--- src/rtl/bp_perf_counter.sv ---
// bp_perf_counter: branch-prediction performance counters with snapshot stream.
// Eight saturating live counters fed by the retire stage and the redirect pulse.
// A snap_req freezes all eight into shadow registers. The shadows are then sent
// as an 8-beat valid/ready stream.
// Optional feature macro: BP_PERF_REPEAT_MISS_EN builds the repeat-miss history
// and counter 5. Without it, counter 5 is constant 0.
module bp_perf_counter #(
    parameter int CNT_W       = 32,
    parameter int REPEAT_DIST = 4
) (
    input  logic             clk,
    input  logic             rst_n,
    input  logic             retire_valid,
    input  logic [31:0]      retire_inst,
    input  logic             mispredict,
    input  logic [31:0]      mispredict_inst,
    input  logic             stall,
    input  logic             count_en,
    input  logic             clear,
    input  logic             snap_req,
    output logic             busy,
    output logic             out_valid,
    input  logic             out_ready,
    output logic [2:0]       out_idx,
    output logic [CNT_W-1:0] out_data,
    output logic             out_last
);

    localparam logic [CNT_W-1:0] ONE = {{(CNT_W-1){1'b0}}, 1'b1};

    typedef enum logic {
        IDLE = 1'b0,
        SEND = 1'b1
    } state_e;

    state_e           state_q, state_d;
    logic [2:0]       idx_q, idx_d;
    logic             snap_load;
    logic [CNT_W-1:0] cnt_q    [8];
    logic [CNT_W-1:0] cnt_d    [8];
    logic [CNT_W-1:0] shadow_q [8];
    logic [CNT_W-1:0] shadow_d [8];
    logic [7:0]       inc;
    logic             rpt_hit;
    logic             is_cond;
    logic             is_jump;
    logic             unused_bits;

    assign is_cond = (retire_inst[6:0] == 7'b1100011);
    assign is_jump = (retire_inst[6:0] == 7'b1101111) || (retire_inst[6:0] == 7'b1100111);

`ifdef BP_PERF_REPEAT_MISS_EN
    logic        hist_vld_q  [REPEAT_DIST];
    logic [31:0] hist_inst_q [REPEAT_DIST];

    // History of {mispredict, inst}; shifts every cycle so distance is in clock cycles
    always_ff @(posedge clk or negedge rst_n) begin
        if (!rst_n) begin
            for (int i = 0; i < REPEAT_DIST; i++) begin
                hist_vld_q[i]  <= 1'b0;
                hist_inst_q[i] <= '0;
            end
        end else begin
            hist_vld_q[0]  <= mispredict;
            hist_inst_q[0] <= mispredict_inst;
            for (int i = 1; i < REPEAT_DIST; i++) begin
                hist_vld_q[i]  <= hist_vld_q[i-1];
                hist_inst_q[i] <= hist_inst_q[i-1];
            end
        end
    end

    // Oldest history entry holds the value from exactly REPEAT_DIST cycles ago
    assign rpt_hit = mispredict && hist_vld_q[REPEAT_DIST-1]
                     && (hist_inst_q[REPEAT_DIST-1] == mispredict_inst);
    assign unused_bits = ^retire_inst[31:7];
`else
    assign rpt_hit     = 1'b0;
    assign unused_bits = ^{retire_inst[31:7], mispredict_inst};
`endif

    assign inc[0] = 1'b1;
    assign inc[1] = retire_valid;
    assign inc[2] = retire_valid && (is_cond || is_jump);
    assign inc[3] = retire_valid && is_cond;
    assign inc[4] = mispredict;
    assign inc[5] = rpt_hit;
    assign inc[6] = stall;
    assign inc[7] = retire_valid && is_jump;

    // Live counter next state: clear wins, otherwise saturating increment under count_en
    always_comb begin
        for (int i = 0; i < 8; i++) begin
            cnt_d[i] = cnt_q[i];
        end
        if (clear) begin
            for (int i = 0; i < 8; i++) begin
                cnt_d[i] = '0;
            end
        end else if (count_en) begin
            for (int i = 0; i < 8; i++) begin
                if (inc[i] && (cnt_q[i] != {CNT_W{1'b1}})) begin
                    cnt_d[i] = cnt_q[i] + ONE;
                end
            end
        end
`ifndef BP_PERF_REPEAT_MISS_EN
        cnt_d[5] = '0;
`endif
    end

    // Live counter and shadow registers
    always_ff @(posedge clk or negedge rst_n) begin
        if (!rst_n) begin
            for (int i = 0; i < 8; i++) begin
                cnt_q[i]    <= '0;
                shadow_q[i] <= '0;
            end
        end else begin
            for (int i = 0; i < 8; i++) begin
                cnt_q[i]    <= cnt_d[i];
                shadow_q[i] <= shadow_d[i];
            end
        end
    end

    // Shadows capture pre-edge live values, so snap-cycle events are excluded
    always_comb begin
        for (int i = 0; i < 8; i++) begin
            shadow_d[i] = snap_load ? cnt_q[i] : shadow_q[i];
        end
    end

    // Stream FSM next state: accept snapshot in IDLE, walk indices in SEND
    always_comb begin
        state_d   = state_q;
        idx_d     = idx_q;
        snap_load = 1'b0;
        case (state_q)
            IDLE: begin
                if (snap_req) begin
                    state_d   = SEND;
                    idx_d     = 3'd0;
                    snap_load = 1'b1;
                end
            end
            SEND: begin
                if (out_ready) begin
                    if (idx_q == 3'd7) begin
                        state_d = IDLE;
                    end else begin
                        idx_d = idx_q + 3'd1;
                    end
                end
            end
            default: state_d = IDLE;
        endcase
    end

    // Stream FSM state register; async reset aborts any stream in flight
    always_ff @(posedge clk or negedge rst_n) begin
        if (!rst_n) begin
            state_q <= IDLE;
            idx_q   <= 3'd0;
        end else begin
            state_q <= state_d;
            idx_q   <= idx_d;
        end
    end

    assign busy      = (state_q == SEND);
    assign out_valid = (state_q == SEND);
    assign out_idx   = (state_q == SEND) ? idx_q : 3'd0;
    assign out_data  = (state_q == SEND) ? shadow_q[idx_q] : '0;
    assign out_last  = (state_q == SEND) && (idx_q == 3'd7);

endmodule

--- config.mk ---
export PLATFORM = sky130hd
export DESIGN_NAME = bp_perf_counter
export DESIGN_NICKNAME = d
export VERILOG_FILES = /design/src/rtl/bp_perf_counter.sv
export SDC_FILE = /design/constraint.sdc
export NUM_CORES = 1
export LEC_CHECK = 0
export ABC_AREA = 0
export BUFFER_PORTS_ARGS = -buffer_cell sky130_fd_sc_hd__buf_4
export CAP_MARGIN = 15
export CORE_MARGIN = 2
export CORE_UTILIZATION = 62
export CTS_CLUSTER_SIZE = 14
export DETAILED_ROUTE_END_ITERATION = 8
export PLACE_DENSITY_LB_ADDON = 0.1
export SYNTH_ARGS = -nofsm -noshare
export SYNTH_HDL_FRONTEND = slang
export SYNTH_SLANG_ARGS = --single-unit
--- constraint.sdc ---
create_clock -name clk -period 2.8 [get_ports clk]
set_clock_uncertainty 0.2 [all_clocks]
set_input_delay 0.28 -clock clk [delete_from_list [all_inputs] [get_ports clk]]
set_output_delay 0.28 -clock clk [all_outputs]
set_load 0.01 [all_outputs]
==> results.py, run 1 <==
metrics = {
    "finish": {
        "stdcell_area_sq_um": 26200,
        "post-route-util_pct": 71.9,
        "nFillCells": 2563,
        "area_growth_pct": 14.5,
        "drive_gt1_share_pct": 25.4,
        "antenna_cells": 0,
        "fin_cells": 2691,
        "fin_nets": 2267,
    },
    "floorplanning": {
        "io_pins": 111,
        "die_w_microns": 196,
        "die_area_sq_um": 38400,
        "initial_core_util_pct": 62.8,
        "core_sq_um": 36400,
        "row_count": 70,
        "die_h_microns": 196,
    },
    "logic_synthesis": {
        "synth_sequential_area_ratio_pct": 49.5,
        "netlist_instances": 2096,
        "yosys_warnings": 0,
        "synth_cell_types": 59,
        "synth_area_sq_um": 22900,
        "async_reset_ff_share_pct": 100,
        "syn_nets": 2178,
        "synth_edf_count": 0,
        "synth.avg_cell_area_sq_um": 10.9,
        "synthMostInstantiatedCell": "dfrtp_1",
        "synthFlopType": "dfrtp_1",
        "ys_ff_latch": 452,
        "synth.area.top_cells": "dfrtp_1, mux2_2, a21oi_1, mux4_2, or3_1",
        "synth_largest_area_cell": "dfrtp_1",
        "synth_common_cells": "dfrtp_1, mux2_2, a21oi_1, nand2_1",
        "synth_top_area_share_pct": 49.5,
    },
    "status": {
        "status": "complete, no violations",
    },
    "drt": {
        "drc": 0,
        "vias": 18051,
        "dr.first_iter.drc_count": 1593,
        "vias_per_cell": 6.71,
        "routed_wl_microns": 60700,
        "dr.pass1.iters": 6,
        "route.antenna.remaining_nets": 0,
        "wl_per_cell_microns": 22.6,
    },
    "clock_tree": {
        "path_clk_slew_ps": 60,
        "numCtsBuffers": 48,
        "cts_sinks": 452,
        "cts-root-buf": "clkbuf_16",
        "htree_levels": 2,
        "cts_buffer_depth": 3,
        "cts_tree": "built",
        "clock_latency_ps": 590,
    },
    "placed_design": {
        "globalplace.congestion": 0.914,
        "dp_cells": 2592,
        "place_area_sq_um": 24300,
        "portBuffers": 53,
        "dp_hpwl_microns": 42100,
    },
    "grt": {
        "track_usage_pct": 32.4,
        "globalRouteOverflowTotal": 0,
        "antenna_found_initial": 0,
        "grt_max_degree": 90,
        "grt_pass1_vias": 17264,
        "grt_pass1_wl_microns": 97000,
    },
    "timing": {
        "finalHoldViolations": 0,
        "maxSlewHeadroom_pct": 33.0,
        "max_freq_ghz": 0.357,
        "drv_slew": 0,
        "finalSetupViolCount": 0,
        "final.period_utilization_pct": 99.9,
        "tightest_slew_ps": 995,
        "min_period_ps": 2800,
        "rsz0062_at_grt": "true",
    },
    "worst_setup_path": {
        "critical_path_class": "reg -> out",
        "r2r_slack_ps": 60,
        "end_kind": "output port",
        "slowest_delay_ps": 550,
        "cp.required_ps": 2320,
        "cp_cell_sequence": "buf_6 -> buf_6 -> mux4_2 -> o211a_1 -> buf_6",
        "timing.critical_path.mode_cell": "buf_6",
        "path_buf_inv": 3,
        "worstSetupStartpointType": "flip-flop",
        "cp.arrival_ps": 2320,
        "critPathSlowestCell": "mux4_2",
        "critPathTopFamily": "multiplexers",
        "path_max_fanout": 6,
    },
    "pwr": {
        "irDropWorstVdd_mv": 0.492,
        "totalPowerFinal_uw": 16900,
        "leakagePower_uw": 0.0112,
        "power.density_nw_per_um2": 645,
    },
    "flow_run": {
        "drv_cap": 0,
    },
    "worst_hold_path": {
        "hp-class": "in -> async",
    },
}
==> layout make-up <==
| cell class | instances | area (sq um) | share of cell area (%) |
|---|---|---|---|
| multi-input cells | 1496 | 11000 | 42.1 |
| clock buffers | 73 | 1490 | 5.68 |
| flip-flops and latches | 452 | 11300 | 43.3 |
| repair buffers | 162 | 1540 | 5.89 |
| inverters | 25 | 93.8 | 0.358 |
| clock inverters | 15 | 138 | 0.526 |
| well taps | 468 | 586 | 2.24 |
==> report_power, final <==
part,internal (uW),switching (uW)
combinational,1620,1890
clock,3840,2670
sequential,6650,223
==> per-layer routing <==
layer	GRT usage (%)	up-vias	wire [microns]
li1	-	8105	-
met3	6.34	120	5000
met2	47.6	726	26900
met5	0	-	0
met4	11.6	0	2060
met1	48.3	9100	26800
==> flip-flops by register name (all words and copies together), names as in the netlist <==
name,flops
busy,1
cnt_q,224
idx_q,3
shadow_q,224
==> cell usage in the layout (no fill, tap or decap), types with 9 or more instances in the layout <==
cell | Yosys | routed
o2111ai_1 | 10 | 10
nand3_1 | 93 | 93
mux2_2 | 246 | 246
buf_4 | 6 | 123
clkbuf_16 | 0 | 49
xor2_1 | 26 | 26
mux2i_1 | 37 | 36
nor4_1 | 27 | 27
and2_1 | 11 | 9
inv_1 | 25 | 25
nor3_1 | 24 | 24
buf_12 | 0 | 20
o211ai_1 | 40 | 40
or3_1 | 111 | 111
buf_6 | 1 | 11
o21ai_0 | 111 | 111
clkbuf_8 | 0 | 18
and4_1 | 14 | 14
clkinv_2 | 0 | 9
o31ai_1 | 53 | 52
xnor2_1 | 9 | 9
nand4_1 | 59 | 59
and3_1 | 19 | 19
o211a_1 | 32 | 29
mux4_2 | 32 | 32
nor2_1 | 101 | 101
a21oi_1 | 156 | 156
nor2b_1 | 26 | 25
nand2_1 | 118 | 117
dfrtp_1 | 452 | 448
or4_1 | 68 | 68
or2_2 | 14 | 14
==> timing repair <==
action,CTS,global route
buffers inserted,5,1
endpoints found under the setup margin,30,27
hold endpoints to repair,349,0
resized for setup,15,14
pin swaps,0,4
hold buffers,5,0
==> cells by family after synthesis <==
logic type,count (synthesis),synth area share [%]
AND/OR/NAND/NOR,711,17.3
flip-flops,452,49.5
AO/OA/AOI/OAI,422,11.7
multiplexers,319,17.1
buffers and inverters,148,2.65
XOR/XNOR,35,1.34
adder cells (fa/ha/maj),9,0.492
==> worst paths after layout <==
check | from | cells past startpoint | to
setup reg to reg | cnt_q[2] | 6 | cnt_q[31]
hold reg to reg | shadow_q[178] | 1 | shadow_q[178]
hold / removal | rst_n | 2 | cnt_q[219]
max in group asynchronous | rst_n | 3 | shadow_q[46]
setup / recovery | idx_q[0] | 5 | out_data[9]
min in group clk | count_en | 4 | cnt_q[226]
==> through the flow <==
| stage | hold slack, ps | setup TNS, ps | setup WS, ps |
|---|---|---|---|
| floorplan | -216 | 0 | 361 |
| global placement | 82.6 | 0 | 210 |
| detailed placement | 86.5 | 0 | 181 |
| CTS | 26.2 | -27.5 | -12.6 |
| global route | 83.0 | -86.7 | -23.8 |
| finish | 51.4 | 0 | 1.72 |
Note: power is estimated with default switching activity, not from simulation.
==> inputs of run 2 (changes only) <==
- CORE_UTILIZATION: 62 -> 29
- SKIP_LAST_GASP: unset -> 1
==> results.py, run 2 (synthesis results as in run 1) <==
metrics = {
    "placed_design": {
        "dp_cells": 3210,
        "dp_hpwl_microns": 50100,
        "portBuffers": 53,
        "globalplace.congestion": 0.877,
    },
    "worst_setup_path": {
        "cp_cell_sequence": "buf_6 -> buf_12 -> buf_8 -> mux4_2 -> o211a_1 -> buf_6",
        "path_max_fanout": 5,
        "cp.arrival_ps": 2380,
        "cp.required_ps": 2320,
        "slowest_delay_ps": 520,
        "timing.critical_path.mode_cell": "buf_6",
        "critical_path_class": "reg -> out",
        "end_kind": "output port",
        "worstSetupStartpointType": "flip-flop",
        "rr_worst_depth": 4,
        "critPathSlowestCell": "dfrtp_4",
    },
    "finish": {
        "drive_gt1_share_pct": 27.7,
        "multi_input_area_sq_um": 11100,
        "area_growth_pct": 21.2,
        "fin_cells": 3335,
        "antenna_cells": 0,
        "final_common_cell": "dfrtp_1",
        "reg.largest.list": "cnt_q (224), shadow_q (224), idx_q (3)",
        "regArea_sq_um": 11300,
        "final_cell_mix": "dfrtp_1, mux2_2, buf_4, a21oi_1, nand2_1",
        "post-route-util_pct": 35.7,
        "nFillCells": 7711,
        "fin_nets": 2333,
    },
    "pwr": {
        "totalPowerFinal_uw": 18100,
        "comb_power_share_pct": 23.0,
        "pwr-share-seq_pct": 37.8,
        "p_int_uw": 12800,
        "swShare_pct": 29.0,
        "irDropWorstVdd_mv": 0.590,
        "leakagePower_uw": 0.0116,
        "p_sw_uw": 5240,
        "clkPwrFrac_pct": 39.2,
        "power.density_nw_per_um2": 652,
    },
    "timing": {
        "finalSetupViolCount": 11,
        "tightest_slew_ps": 621,
        "min_period_ps": 2860,
        "maxSlewHeadroom_pct": 58.3,
        "final.period_utilization_pct": 102,
        "max_freq_ghz": 0.350,
        "finalHoldViolations": 0,
        "rsz0062_at_grt": "true",
        "holdWs_ps": 58.5,
        "drv_slew": 0,
        "finalWorstSetupSlack_ps": -55.3,
    },
    "clock_tree": {
        "cts_tree": "built",
        "path_clk_slew_ps": 60,
        "cts-root-buf": "clkbuf_16",
        "cts_sinks": 452,
        "htree_levels": 2,
        "numCtsBuffers": 54,
        "clock_latency_ps": 600,
        "cts_buffer_depth": 3,
    },
    "drt": {
        "dr.pass1.iters": 5,
        "wl_per_cell_microns": 21.2,
        "drc": 0,
        "routed_wl_microns": 70700,
        "route.antenna.remaining_nets": 0,
        "vias": 17686,
        "dr.first_iter.drc_count": 1269,
        "vias_per_cell": 5.30,
    },
    "grt": {
        "track_usage_pct": 17.4,
        "grt_pass1_vias": 17155,
        "globalRouteOverflowTotal": 0,
        "grt_pass1_wl_microns": 109000,
        "grt_max_degree": 86,
        "antenna_found_initial": 0,
    },
    "floorplanning": {
        "die_area_sq_um": 81100,
        "core_sq_um": 77700,
        "die_w_microns": 285,
        "initial_core_util_pct": 29.4,
        "io_pins": 111,
        "die_h_microns": 285,
        "row_count": 102,
    },
    "worst_hold_path": {
        "worstHoldPathCells": 6,
        "hp-class": "in -> reg",
    },
    "status": {
        "violations": "setup timing",
        "status": "complete, but fails checks",
    },
    "flow_run": {
        "drv_cap": 0,
    },
}
-- run 2: power by group through the flow --
stage	sequential [uW]	combinational, uW	clock (uW)
4_1_cts	6830	4140	7340
3_3_place_gp	7060	3340	0
6_report	6830	4150	7090
3_5_place_dp	7060	3360	0
2_1_floorplan	6810	1930	0
5_1_grt	6840	4430	7600
-- run 2: through the flow --
stage | setup TNS, ps | cell area (sq um) | worst slack [ps]
floorplan | 0 | 22900 | 361
global placement | 0 | 25400 | 148
detailed placement | 0 | 25400 | 147
CTS | -1650 | 27600 | -102
global route | -1870 | 27700 | -143
finish | -297 | 27700 | -55.3
-- run 2: worst paths after layout --
path / from / endpoint / slack [ps]
worst min-delay path: retire_inst[4] / cnt_q[191] / 60
max in group asynchronous: rst_n / cnt_q[165] / 610
worst min register to register: shadow_q[238] / shadow_q[238] / 300
worst max register to register: cnt_q[116] / cnt_q[126] / 140
min in group asynchronous: rst_n / cnt_q[135] / 530
worst max-delay path: idx_q[0] / out_data[28] / -60
-- run 2: timing repair --
action,in CTS,in global routing
buffers inserted,12,1
pin swaps,10,9
hold buffers,9,0
cloned,3,0
gates resized for setup,41,14
setup endpoints to repair,32,42
hold endpoints to repair,492,0
-- run 2: final cells by class --
cell class | count | share of cell area, %
Sequential cell | 452 | 40.8
Multi-Input combinational cell | 1496 | 40.0
Timing Repair Buffer | 222 | 7.68
Clock buffer | 87 | 6.01
Tap cell | 1040 | 4.69
Clock inverter | 13 | 0.429
Inverter | 25 | 0.338
-- run 2: critical path: cells and delay by family, from the launching register on --
kind	cells	cell delay, ps
DFF	1	520
buffers and inverters	4	540
muxes	1	480
AOI/OAI and AO/OA	1	250
-- run 2: per-layer routing --
metal  GRT usage (%)  up-vias  share of wire, %  wire length [microns]
met5               0        -                 0                      0
met4            4.30        0               2.2                   1540
met3            4.00       90               5.8                   4090
met2            25.8      373                43                  30700
met1            25.4     8968                49                  34400
li1                -     8255                 -                      -
==> inputs of run 3 (changes only) <==
- clock period: 2.8 -> 3.4 ns (I/O delays scaled with it)
==> results.py, run 3 (synthesis results as in run 1) <==
metrics = {
    "worst_setup_path": {
        "critical_path_class": "reg -> out",
        "end_kind": "output port",
        "cp.arrival_ps": 2580,
        "cp.required_ps": 2860,
        "path_max_fanout": 32,
        "worstSetupStartpointType": "flip-flop",
    },
    "pwr": {
        "power.density_nw_per_um2": 532,
        "totalPowerFinal_uw": 14200,
        "pwr-share-seq_pct": 40.2,
        "clkPwrFrac_pct": 40.5,
        "leakagePower_uw": 0.0111,
        "p_sw_uw": 4150,
        "p_int_uw": 10100,
        "comb_power_share_pct": 19.3,
        "irDropWorstVdd_mv": 0.394,
        "swShare_pct": 29.2,
    },
    "floorplanning": {
        "die_h_microns": 285,
        "initial_core_util_pct": 29.4,
        "row_count": 102,
        "die_area_sq_um": 81100,
        "core_sq_um": 77700,
        "io_pins": 111,
        "die_w_microns": 285,
    },
    "grt": {
        "track_usage_pct": 16.9,
        "grt_pass1_vias": 16622,
        "globalRouteOverflowTotal": 0,
        "grt_max_degree": 108,
        "antenna_found_initial": 1,
        "grt_pass1_wl_microns": 106000,
    },
    "clock_tree": {
        "numCtsBuffers": 53,
        "cts-root-buf": "clkbuf_16",
        "cts_tree": "built",
        "cts_buffer_depth": 3,
        "htree_levels": 2,
        "cts_resized": 0,
        "cts_sinks": 452,
        "clock_latency_ps": 610,
        "path_clk_slew_ps": 60,
    },
    "drt": {
        "dr.first_iter.drc_count": 1070,
        "drc": 0,
        "routed_wl_microns": 68900,
        "wl_per_cell_microns": 21.3,
        "vias_per_cell": 5.33,
        "vias": 17262,
        "dr.pass1.iters": 5,
        "route.antenna.remaining_nets": 0,
    },
    "timing": {
        "min_period_ps": 3120,
        "final.period_utilization_pct": 91.8,
        "maxSlewHeadroom_pct": 43.6,
        "finalWorstSetupSlack_ps": 278,
        "max_freq_ghz": 0.320,
        "finalSetupViolCount": 0,
        "fin_tns_setup_ps": 0,
        "finalHoldViolations": 0,
        "drv_slew": 0,
        "rsz0062_at_grt": "false",
        "tightest_slew_ps": 846,
    },
    "finish": {
        "nFillCells": 7714,
        "drive_gt1_share_pct": 24.1,
        "reg.largest.list": "cnt_q (224), shadow_q (224), idx_q (3)",
        "area_growth_pct": 16.8,
        "final_cell_mix": "dfrtp_1, mux2_2, a21oi_1, nand2_1",
        "final_common_cell": "dfrtp_1",
        "fin_nets": 2245,
    },
    "status": {
        "status": "complete, no violations",
    },
    "placed_design": {
        "dp_hpwl_microns": 49400,
        "portBuffers": 53,
        "globalplace.congestion": 0.809,
        "dp_slack_ps": 480,
    },
    "worst_hold_path": {
        "hp-class": "in -> reg",
    },
    "flow_run": {
        "drv_cap": 0,
    },
}
run 3: cell count changes in the layout (fill, tap and decap cells not counted), moves of 4 or more:
cell / delta
buf_6: -20
o211a_4: -12
clkbuf_1: -8
buf_4: -55
o211a_1: +13
buf_12: -4
run 3: timing repair:
| action | CTS | global route |
|---|---|---|
| hold buffers | 6 | 0 |
| setup buffers | 0 | 0 |
| hold endpoints to repair | 64 | 0 |
| endpoints found under the setup margin | 0 | 0 |
run 3: metal layers:
layer | vias to the layer above | share of wire (%) | GRT usage, %
li1 | 8055 | - | -
met1 | 8815 | 48 | 24.7
met2 | 317 | 44 | 25.4
met3 | 75 | 5.8 | 3.86
met4 | 0 | 1.8 | 3.70
met5 | - | 0 | 0
run 3: power by group through the flow:
| stage | logic (uW) | registers, uW | clock network, uW |
|---|---|---|---|
| 6_report | 2750 | 5710 | 5760 |
| 5_1_grt | 2970 | 5730 | 6190 |
| 4_1_cts | 2810 | 5720 | 5970 |
| 3_5_place_dp | 2780 | 5820 | 0 |
| 3_3_place_gp | 2780 | 5810 | 0 |
| 2_1_floorplan | 1590 | 5610 | 0 |
run 3: layout make-up:
class | instances | area [sq um] | area share [%]
sequential | 452 | 11300 | 42.4
multi-input combinational | 1496 | 11000 | 41.1
clock buffer | 75 | 1560 | 5.84
tap | 1040 | 1300 | 4.87
timing repair buffer | 135 | 1270 | 4.75
clock inverter | 16 | 189 | 0.707
inverter | 25 | 93.8 | 0.351
antenna | 1 | 2.50 | 0.00937
run 3: critical path, cell delays in order, from the launching register on:
cell and delay, ps:
dfrtp_4 720, and2_1 240, buf_12 220, nand2_1 80, o211ai_1 120, o211a_1 390
buf_4 190
run 3: worst paths after layout:
path	startpoint	end	slack [ps]	depth (start not counted)
max	idx_q[1]	out_data[27]	280	6
min	count_en	cnt_q[103]	50	4
max reg2reg	cnt_q[32]	cnt_q[58]	460	6
min reg2reg	shadow_q[240]	shadow_q[240]	300	1
max in group asynchronous	rst_n	busy	2030	3
min in group asynchronous	rst_n	cnt_q[163]	110	2
run 3: per-stage QoR:
step	instance area, sq um	hold slack, ps	util, %	cells
2_1_floorplan	22900	-156	-	2096
3_3_place_gp	24900	195	32.0	3142
3_5_place_dp	24900	192	32.0	3142
4_1_cts	26700	30.4	34.4	3239
5_1_grt	26700	49.2	34.4	3239
6_report	26700	54.8	34.4	3240
